`config.mk`:
```
export PLATFORM = sky130hd
export DESIGN_NAME = axi_boot_copier_flat
export DESIGN_NICKNAME = d
export VERILOG_FILES = /design/src/rtl/common_types_pkg.sv /design/src/rtl/axi_bus_if.sv /design/src/rtl/axi_boot_copier.sv /design/src/flat_wrapper.sv
export SDC_FILE = /design/constraint.sdc
export NUM_CORES = 1
export LEC_CHECK = 0
export CORE_ASPECT_RATIO = 0.8
export CORE_UTILIZATION = 30
export DETAILED_ROUTE_END_ITERATION = 10
export MAX_ROUTING_LAYER = met4
export SLEW_MARGIN = 20
export SYNTH_ARGS = -nofsm -noshare
export SYNTH_HDL_FRONTEND = slang
export SYNTH_SLANG_ARGS = --single-unit
```
`constraint.sdc`:
```
create_clock -name clk -period 2.2 [get_ports clk]
set_clock_uncertainty 0.05 [all_clocks]
set_input_delay 0.44 -clock clk [delete_from_list [all_inputs] [get_ports clk]]
set_output_delay 0.44 -clock clk [all_outputs]
set_load 0.05 [all_outputs]
```
`src/rtl/common_types_pkg.sv`:
```
// Shared types and AXI constants used by the boot copier and its bus interface.
package common_types_pkg;

    // Copier control states: one word moves through AR -> R -> AW_W -> B per pass.
    typedef enum logic [2:0] {
        ST_IDLE = 3'd0,
        ST_AR   = 3'd1,
        ST_R    = 3'd2,
        ST_AW_W = 3'd3,
        ST_B    = 3'd4,
        ST_DONE = 3'd5
    } copier_state_e;

    localparam logic [1:0] RESP_OKAY   = 2'b00;
    localparam logic [1:0] RESP_SLVERR = 2'b10;

    // Every beat is a full 32-bit word.
    localparam logic [2:0] AXSIZE_4B   = 3'b010;

endpackage

```
`src/rtl/axi_bus_if.sv`:
```
// Single-beat AXI bus bundle (32-bit address/data, 4-bit IDs) between a controller and the interconnect mux.
interface axi_bus_if;
    logic        arvalid;
    logic        arready;
    logic [31:0] araddr;
    logic [3:0]  arid;
    logic [7:0]  arlen;
    logic [2:0]  arsize;

    logic        rvalid;
    logic        rready;
    logic [31:0] rdata;
    logic [1:0]  rresp;
    logic [3:0]  rid;
    logic        rlast;

    logic        awvalid;
    logic        awready;
    logic [31:0] awaddr;
    logic [3:0]  awid;
    logic [7:0]  awlen;
    logic [2:0]  awsize;

    logic        wvalid;
    logic        wready;
    logic [31:0] wdata;
    logic [3:0]  wstrb;
    logic        wlast;

    logic        bvalid;
    logic        bready;
    logic [1:0]  bresp;
    logic [3:0]  bid;

    modport controller_to_mux (
        output arvalid, araddr, arid, arlen, arsize,
        input  arready,
        input  rvalid, rdata, rresp, rid, rlast,
        output rready,
        output awvalid, awaddr, awid, awlen, awsize,
        input  awready,
        output wvalid, wdata, wstrb, wlast,
        input  wready,
        input  bvalid, bresp, bid,
        output bready
    );
endinterface

```
`src/rtl/axi_boot_copier.sv`:
```
// Copies word_count 32-bit words from flash (SRC_BASE) to RAM (DST_BASE), one AXI
// transaction at a time: read a word, write it back out, wait for the write response.
module axi_boot_copier
    import common_types_pkg::*;
#(
    parameter logic [31:0] SRC_BASE = 32'h9000_0000,
    parameter logic [31:0] DST_BASE = 32'h0000_0000,
    parameter logic [3:0]  COPY_ID  = 4'd1
) (
    input  logic                 clk,
    input  logic                 nrst,
    axi_bus_if.controller_to_mux abif,
    input  logic                 start,
    input  logic [15:0]          word_count,
    output logic                 busy,
    output logic                 done,
    output logic                 error
);

    copier_state_e state_q, state_d;
    logic [31:0]   src_q, src_d;
    logic [31:0]   dst_q, dst_d;
    logic [15:0]   idx_q, idx_d;
    logic [15:0]   count_q, count_d;
    logic [31:0]   hold_q, hold_d;
    logic          error_q, error_d;
    // Record which of the two write-side handshakes already happened in AW_W.
    logic          aw_done_q, aw_done_d;
    logic          w_done_q, w_done_d;
    logic          aw_fin, w_fin;

    // Response IDs and rlast carry nothing for a single-ID, single-beat master.
    logic          unused_resp_fields;
    assign unused_resp_fields = ^{abif.rid, abif.bid, abif.rlast};

    // State and datapath registers; everything returns to zero on reset.
    always_ff @(posedge clk or negedge nrst) begin
        if (!nrst) begin
            state_q   <= ST_IDLE;
            src_q     <= '0;
            dst_q     <= '0;
            idx_q     <= '0;
            count_q   <= '0;
            hold_q    <= '0;
            error_q   <= 1'b0;
            aw_done_q <= 1'b0;
            w_done_q  <= 1'b0;
        end else begin
            state_q   <= state_d;
            src_q     <= src_d;
            dst_q     <= dst_d;
            idx_q     <= idx_d;
            count_q   <= count_d;
            hold_q    <= hold_d;
            error_q   <= error_d;
            aw_done_q <= aw_done_d;
            w_done_q  <= w_done_d;
        end
    end

    // Next-state and register updates for the copy sequence.
    always_comb begin
        state_d   = state_q;
        src_d     = src_q;
        dst_d     = dst_q;
        idx_d     = idx_q;
        count_d   = count_q;
        hold_d    = hold_q;
        error_d   = error_q;
        aw_done_d = aw_done_q;
        w_done_d  = w_done_q;
        aw_fin    = aw_done_q | abif.awready;
        w_fin     = w_done_q | abif.wready;

        case (state_q)
            ST_IDLE: begin
                if (start) begin
                    count_d = word_count;
                    src_d   = SRC_BASE;
                    dst_d   = DST_BASE;
                    idx_d   = '0;
                    error_d = 1'b0;
                    state_d = (word_count == 16'd0) ? ST_DONE : ST_AR;
                end
            end
            ST_AR: begin
                if (abif.arready) state_d = ST_R;
            end
            ST_R: begin
                if (abif.rvalid) begin
                    hold_d = abif.rdata;
                    if (abif.rresp != RESP_OKAY) begin
                        error_d = 1'b1;
                        state_d = ST_DONE;
                    end else begin
                        state_d = ST_AW_W;
                    end
                end
            end
            ST_AW_W: begin
                // Leave only when both channels have handshaken, in whatever order.
                if (aw_fin && w_fin) begin
                    aw_done_d = 1'b0;
                    w_done_d  = 1'b0;
                    state_d   = ST_B;
                end else begin
                    aw_done_d = aw_fin;
                    w_done_d  = w_fin;
                end
            end
            ST_B: begin
                if (abif.bvalid) begin
                    if (abif.bresp != RESP_OKAY) begin
                        error_d = 1'b1;
                        state_d = ST_DONE;
                    end else begin
                        idx_d   = idx_q + 16'd1;
                        src_d   = src_q + 32'd4;
                        dst_d   = dst_q + 32'd4;
                        state_d = (idx_q + 16'd1 == count_q) ? ST_DONE : ST_AR;
                    end
                end
            end
            ST_DONE: begin
                state_d = ST_IDLE;
            end
            default: begin
                state_d = ST_IDLE;
            end
        endcase
    end

    assign busy  = (state_q != ST_IDLE);
    assign done  = (state_q == ST_DONE);
    assign error = error_q;

    assign abif.arvalid = (state_q == ST_AR);
    assign abif.araddr  = src_q;
    assign abif.arid    = COPY_ID;
    assign abif.arlen   = 8'd0;
    assign abif.arsize  = AXSIZE_4B;

    assign abif.rready  = (state_q == ST_R);

    assign abif.awvalid = (state_q == ST_AW_W) && !aw_done_q;
    assign abif.awaddr  = dst_q;
    assign abif.awid    = COPY_ID;
    assign abif.awlen   = 8'd0;
    assign abif.awsize  = AXSIZE_4B;

    assign abif.wvalid  = (state_q == ST_AW_W) && !w_done_q;
    assign abif.wdata   = hold_q;
    assign abif.wstrb   = 4'hF;
    assign abif.wlast   = 1'b1;

    assign abif.bready  = (state_q == ST_B);

endmodule
```
`src/flat_wrapper.sv`:
```
// flat-port wrapper written by rule: the top's interface ports become plain ports
module axi_boot_copier_flat import common_types_pkg::*;
#(
    parameter logic [31:0] SRC_BASE = 32'h9000_0000,
    parameter logic [31:0] DST_BASE = 32'h0000_0000,
    parameter logic [3:0]  COPY_ID  = 4'd1
)
  (clk, nrst, start, word_count, busy, done, error, abif_arvalid, abif_araddr, abif_arid, abif_arlen, abif_arsize, abif_arready, abif_rvalid, abif_rdata, abif_rresp, abif_rid, abif_rlast, abif_rready, abif_awvalid, abif_awaddr, abif_awid, abif_awlen, abif_awsize, abif_awready, abif_wvalid, abif_wdata, abif_wstrb, abif_wlast, abif_wready, abif_bvalid, abif_bresp, abif_bid, abif_bready);
  axi_bus_if abif_i ();
  input  logic clk;
  input  logic nrst;
  input  logic start;
  input  logic [15:0] word_count;
  output logic busy;
  output logic done;
  output logic error;
  output wire logic [$bits(abif_i.arvalid)-1:0] abif_arvalid;
  output wire logic [$bits(abif_i.araddr)-1:0] abif_araddr;
  output wire logic [$bits(abif_i.arid)-1:0] abif_arid;
  output wire logic [$bits(abif_i.arlen)-1:0] abif_arlen;
  output wire logic [$bits(abif_i.arsize)-1:0] abif_arsize;
  input wire logic [$bits(abif_i.arready)-1:0] abif_arready;
  input wire logic [$bits(abif_i.rvalid)-1:0] abif_rvalid;
  input wire logic [$bits(abif_i.rdata)-1:0] abif_rdata;
  input wire logic [$bits(abif_i.rresp)-1:0] abif_rresp;
  input wire logic [$bits(abif_i.rid)-1:0] abif_rid;
  input wire logic [$bits(abif_i.rlast)-1:0] abif_rlast;
  output wire logic [$bits(abif_i.rready)-1:0] abif_rready;
  output wire logic [$bits(abif_i.awvalid)-1:0] abif_awvalid;
  output wire logic [$bits(abif_i.awaddr)-1:0] abif_awaddr;
  output wire logic [$bits(abif_i.awid)-1:0] abif_awid;
  output wire logic [$bits(abif_i.awlen)-1:0] abif_awlen;
  output wire logic [$bits(abif_i.awsize)-1:0] abif_awsize;
  input wire logic [$bits(abif_i.awready)-1:0] abif_awready;
  output wire logic [$bits(abif_i.wvalid)-1:0] abif_wvalid;
  output wire logic [$bits(abif_i.wdata)-1:0] abif_wdata;
  output wire logic [$bits(abif_i.wstrb)-1:0] abif_wstrb;
  output wire logic [$bits(abif_i.wlast)-1:0] abif_wlast;
  input wire logic [$bits(abif_i.wready)-1:0] abif_wready;
  input wire logic [$bits(abif_i.bvalid)-1:0] abif_bvalid;
  input wire logic [$bits(abif_i.bresp)-1:0] abif_bresp;
  input wire logic [$bits(abif_i.bid)-1:0] abif_bid;
  output wire logic [$bits(abif_i.bready)-1:0] abif_bready;
  assign abif_arvalid = abif_i.arvalid;
  assign abif_araddr = abif_i.araddr;
  assign abif_arid = abif_i.arid;
  assign abif_arlen = abif_i.arlen;
  assign abif_arsize = abif_i.arsize;
  assign abif_i.arready = abif_arready;
  assign abif_i.rvalid = abif_rvalid;
  assign abif_i.rdata = abif_rdata;
  assign abif_i.rresp = abif_rresp;
  assign abif_i.rid = abif_rid;
  assign abif_i.rlast = abif_rlast;
  assign abif_rready = abif_i.rready;
  assign abif_awvalid = abif_i.awvalid;
  assign abif_awaddr = abif_i.awaddr;
  assign abif_awid = abif_i.awid;
  assign abif_awlen = abif_i.awlen;
  assign abif_awsize = abif_i.awsize;
  assign abif_i.awready = abif_awready;
  assign abif_wvalid = abif_i.wvalid;
  assign abif_wdata = abif_i.wdata;
  assign abif_wstrb = abif_i.wstrb;
  assign abif_wlast = abif_i.wlast;
  assign abif_i.wready = abif_wready;
  assign abif_i.bvalid = abif_bvalid;
  assign abif_i.bresp = abif_bresp;
  assign abif_i.bid = abif_bid;
  assign abif_bready = abif_i.bready;
  axi_boot_copier #(.SRC_BASE(SRC_BASE), .DST_BASE(DST_BASE), .COPY_ID(COPY_ID)) u_core (.clk(clk), .nrst(nrst), .abif(abif_i), .start(start), .word_count(word_count), .busy(busy), .done(done), .error(error));
endmodule
```
# Yosys cells after proc, flatten, opt, wreduce, memory -nomap -nowiden
# Index checks and enable logic that the tools add are counted.
# classes
n_addsub,3
n_eq_ne,14
muxes,30
n_bitwise,2
reduce_logical,17
# op_table
op,n
32-bit two-way mux,6
32-bit case mux with 2 select lines,2
"32-bit by 3-bit adder with 32-bit output, second input constant",2
16-bit two-way mux,3
16-bit case mux with 2 select lines,1
3-bit two-way mux,9
"16-bit by 1-bit adder with 16-bit output, second input constant",1
16-bit == test,1
16-bit logical NOT,1
3-bit case mux with 5 select lines,1
"2-bit by 1-bit inequality test with 1-bit output, second input constant",4
"2-bit inequality test, second input constant",4
1-bit two-way mux,7
"3-bit by 2-bit == test with 1-bit output, second input constant",2
"3-bit == test, second input constant",2
6-bit AND reduction,1
2-bit nonzero test,3
3-bit nonzero test,2
5-bit AND reduction,1
2-bit AND reduction,2
4-bit AND reduction,1
"3-bit by 1-bit == test with 1-bit output, second input constant",1
1-bit logical AND,3
3-bit logical NOT,1
other kinds (3),5
# word_totals
regBits,134
inputBits,69
output_inout_bits,139
word_cells,75

# Longest topological paths before layout
# logic_depth
word_depth,6
ltp_mapped,9

# Least setup slack after synthesis
# Ideal clock, no wire load.
# synth_timing
kind,register to register
start,register u_core.state_q[2]
end,"register u_core.hold_q[10], in the netlist u_core.abif.wdata[10]"
setup_time_ns,0.125
t_arrival_ns,2.396
required_ns,2.025
slack_ns,-0.371
path_stages_with_launch,8
path_buffers,3
period_less_slack_ns,2.571
cell_sequence,dfrtp_1 buf_2 nand2b_1 nor2_1 and2_1 clkbuf_1 buf_2 mux2_2
# synth_via
elab_chain_cells,2
# synth_rtl
element,line,source
from (decl),axi_boot_copier.sv:20,"copier_state_e state_q, state_d;"
from (signal assigned),axi_boot_copier.sv:49,state_q <= state_d;
3-bit by 2-bit == test with 1-bit output,--,
net abif_rready,flat_wrapper.sv:28,output wire logic [$bits(abif_i.rready)-1:0] abif_rready;
2-bit AND reduction (no line),--,
to (signal assigned),axi_boot_copier.sv:54,hold_q <= hold_d;
to (decl),axi_boot_copier.sv:25,"logic [31:0] hold_q, hold_d;"
# The timed path passes the listed nets, and every way through them passes these cells.
# A chain may end at the register's enable or synchronous reset.

# Worst setup path after layout
# layout_timing
start,"register u_core.src_q[7], in the netlist u_core.abif.araddr[7]"
end,output port abif_araddr[7]
# layout_lines
element,line,source
from (decl),axi_boot_copier.sv:21,"logic [31:0] src_q, src_d;"
from (signal assigned),axi_boot_copier.sv:50,src_q <= src_d;
to (decl),flat_wrapper.sv:18,output wire logic [$bits(abif_i.araddr)-1:0] abif_araddr;
# No word-level cell between the ends.

==> flow_metrics.tcl <==
set metrics [dict create \
    dr.pass1.iters 4 \
    cts_tree "done" \
    synthCells 700 \
    crit_buf_inv 1 \
    crit_type "register to primary output" \
    n_fill_cell 2087 \
    rows 48 \
    critPathLaunchType "register" \
    routed_wl_mm 18.2 \
    tightest_slew_ns 0.554 \
    portBuffers 159 \
    drtAntennaViolNets 0 \
    route.detailed.drc 0 \
    synth_warnings 0 \
    synth_edf_count 0 \
    numCtsBuffers 17 \
    initial_core_util 0.308 \
    grt_max_degree 73 \
    clockBufferDepth 2 \
    cp_max_fo 3 \
    critPathMaxStageDelay_ns 0.86 \
    grt_pass1_vias 5600 \
    core_um2 21700 \
    syn_area_per_cell_um2 9.55 \
    h-tree-depth 4 \
    placed_cell_area_um2 9000 \
    yosysMostFrequentCell "dfrtp_1" \
    avgRoutedWirePerCell_um 14.8 \
    power.leakage_nw 4.61 \
    ys_seq_area_frac 0.487 \
    crit_path_top_delay_cell "clkdlybuf4s50_1" \
    final_cell_area_um2 9860 \
    place.gp.congestion 0.826 \
    final-seq-area_um2 3250 \
    finalNetCount 992 \
    fin_crit_sh 0.979 \
    clk_latency_ns 0.41 \
    grt_pass1_wl_mm 29.5 \
    finalPower_mw 11.0 \
    ys_ff_latch 130 \
    syn-cell-area_um2 6680 \
    min_period_ns 2.15 \
    path_clk_slew_ns 0.06 \
    netlist_top_cells_count "130 x dfrtp_1, 99 x nand2_1, 57 x nor2_1" \
    synthFlopType "dfrtp_1" \
    io_pins 208 \
    rsz0062_at_grt "yes" \
    crit_family "buffers and inverters" \
    syn_to_final_growth_pct 47.5 \
    synth_top_area_share 0.487 \
    overflow 0 \
    end_kind "primary output" \
    maxCapViolations 0 \
    ys_types 54 \
    cp_cell_sequence "clkdlybuf4s50_1" \
    antenna_cells 0 \
    grt_usage 0.172 \
    cts.sink_count 130 \
    yosys-top-cells-area "dfrtp_1 49%, mux2_2 5.6%, nand2_1 5.6%, buf_4 4.4%, xnor2_1 4.1%" \
    dp_hpwl_mm 13.4 \
    synth_largest_area_cell "dfrtp_1" \
    clockRootBuffer "clkbuf_16" \
    viasPerCell 4.61 \
    ys_async_sr_fraction 1.00 \
    holdCritPathClass "register to register" \
    die_w_um 169 \
    slew_headroom 0.629 \
    maxSlewViolCount 0 \
    status "finished clean" \
    max_freq_ghz 0.464 \
    cp.arrival_ns 1.66 \
    multi_input_area_um2 3200 \
    irDropWorstVdd_v 0.000793 \
    final_layout_size_suffix_gt1_frac 0.184 \
    drt_iter0_markers 300 \
    die_area_um2 22900 \
    antenna_found_initial 0 \
    hold_viol 0 \
    powerDensity_nw_per_um2 1120 \
    setup_violations 0 \
    die_y_um 136 \
    vias 5680 \
    worstPathRequired_ns 1.71 \
]
power breakdown:
group | internal (mW) | switching [mW]
Clock | 2.22 | 1.10
Combinational | 1.70 | 2.72
Sequential | 2.91 | 0.367
Total | 6.83 | 4.19
stage by stage:
step	hold slack (ns)	setup TNS (ns)	setup WS [ns]	instances	util
5_1_grt	0.473	-0.00724	-0.00724	1233	0.455
4_1_cts	0.454	0	0.000281	1230	0.448
2_1_floorplan	0.0944	0	0.0105	737	-
3_3_place_gp	0.384	-11.51	-0.303	1197	0.415
6_report	0.447	0	0.0464	1233	0.455
3_5_place_dp	0.385	-14.10	-0.372	1197	0.415
per-layer routing:
layer	global-route usage	share of wire	wire, um
met5	-	0	0
met2	0.254	0.44	8020
met3	0.0590	0.080	1460
met1	0.225	0.47	8600
met4	0.0414	0.0084	153
repair_timing:
item / in CTS / in global routing
resized for setup: 13 / 35
hold buffers: 1 / 0
endpoints found under the setup margin: 8 / 35
endpoints found under the hold margin: 46 / 0
pin swaps: 0 / 1
buffers inserted: 0 / 3
cells by family (layout without fill, tap and decap cells):
family	Yosys count	in the layout	synth area share
other	2	39	0.00112
buffers and inverters	81	277	0.0691
multiplexers	35	35	0.0586
XOR/XNOR	61	61	0.0799
flip-flops	130	130	0.487
AND/OR/NAND/NOR	285	285	0.209
AO/OA/AOI/OAI	103	103	0.0904
adder cells (fa/ha/maj)	3	3	0.00562
placed cells by master (no fill, tap or decap), drive strengths merged, types with 3 or more instances in the layout:
cell	count
xor2	30
nand3	28
and2	4
nor3	17
clkdlybuf4s50	119
dfrtp	130
conb	39
or3	20
clkinv	5
nand2	99
dlygate4sd2	6
or2	3
ha	3
dlymetal6s2s	19
buf	85
o31ai	8
nor2	57
and4	7
nand4	19
and3	16
nand2b	3
clkbuf	20
o21ai	45
a21oi	29
inv	15
mux2	33
bufinv	6
nor4	4
xnor2	31
path summary, 6_finish.rpt:
check / depth (start not counted) / slack (ns) / endpoint / startpoint
hold / removal: 2 / 0.45 / u_core.count_q[12]$_DFFE_PN0P_ / u_core.count_q[12]$_DFFE_PN0P_
max in group asynchronous: 3 / 0.99 / u_core.abif.wdata[8]$_DFFE_PN0P_ / nrst
setup / recovery: 1 / 0.05 / abif_araddr[7] / u_core.abif.araddr[7]$_DFFE_PN0P_
min in group asynchronous: 2 / 0.49 / u_core.abif.araddr[26]$_DFFE_PN0P_ / nrst
setup reg to reg: 7 / 0.12 / u_core.state_q[2]$_DFFE_PN0P_ / u_core.idx_q[1]$_DFFE_PN0P_
hold reg to reg: 2 / 0.45 / u_core.count_q[12]$_DFFE_PN0P_ / u_core.count_q[12]$_DFFE_PN0P_
final cells by class:
cell class | instances | area share
multi-input cells | 526 | 0.325
clock inverters | 12 | 0.0231
clock buffers | 20 | 0.0473
inverters | 15 | 0.00571
flip-flops and latches | 130 | 0.330
well taps | 300 | 0.0381
repair buffers | 230 | 0.231
sequential cells by signal (all words and copies together) (netlist names):
register / flops
u_core.abif.araddr: 30
u_core.idx_q: 16
u_core.abif.awaddr: 30
u_core.abif.wdata: 32
u_core.w_done_q: 1
u_core.aw_done_q: 1
u_core.error: 1
u_core.count_q: 16
u_core.state_q: 3
Note: power is estimated with default switching activity, not from simulation.
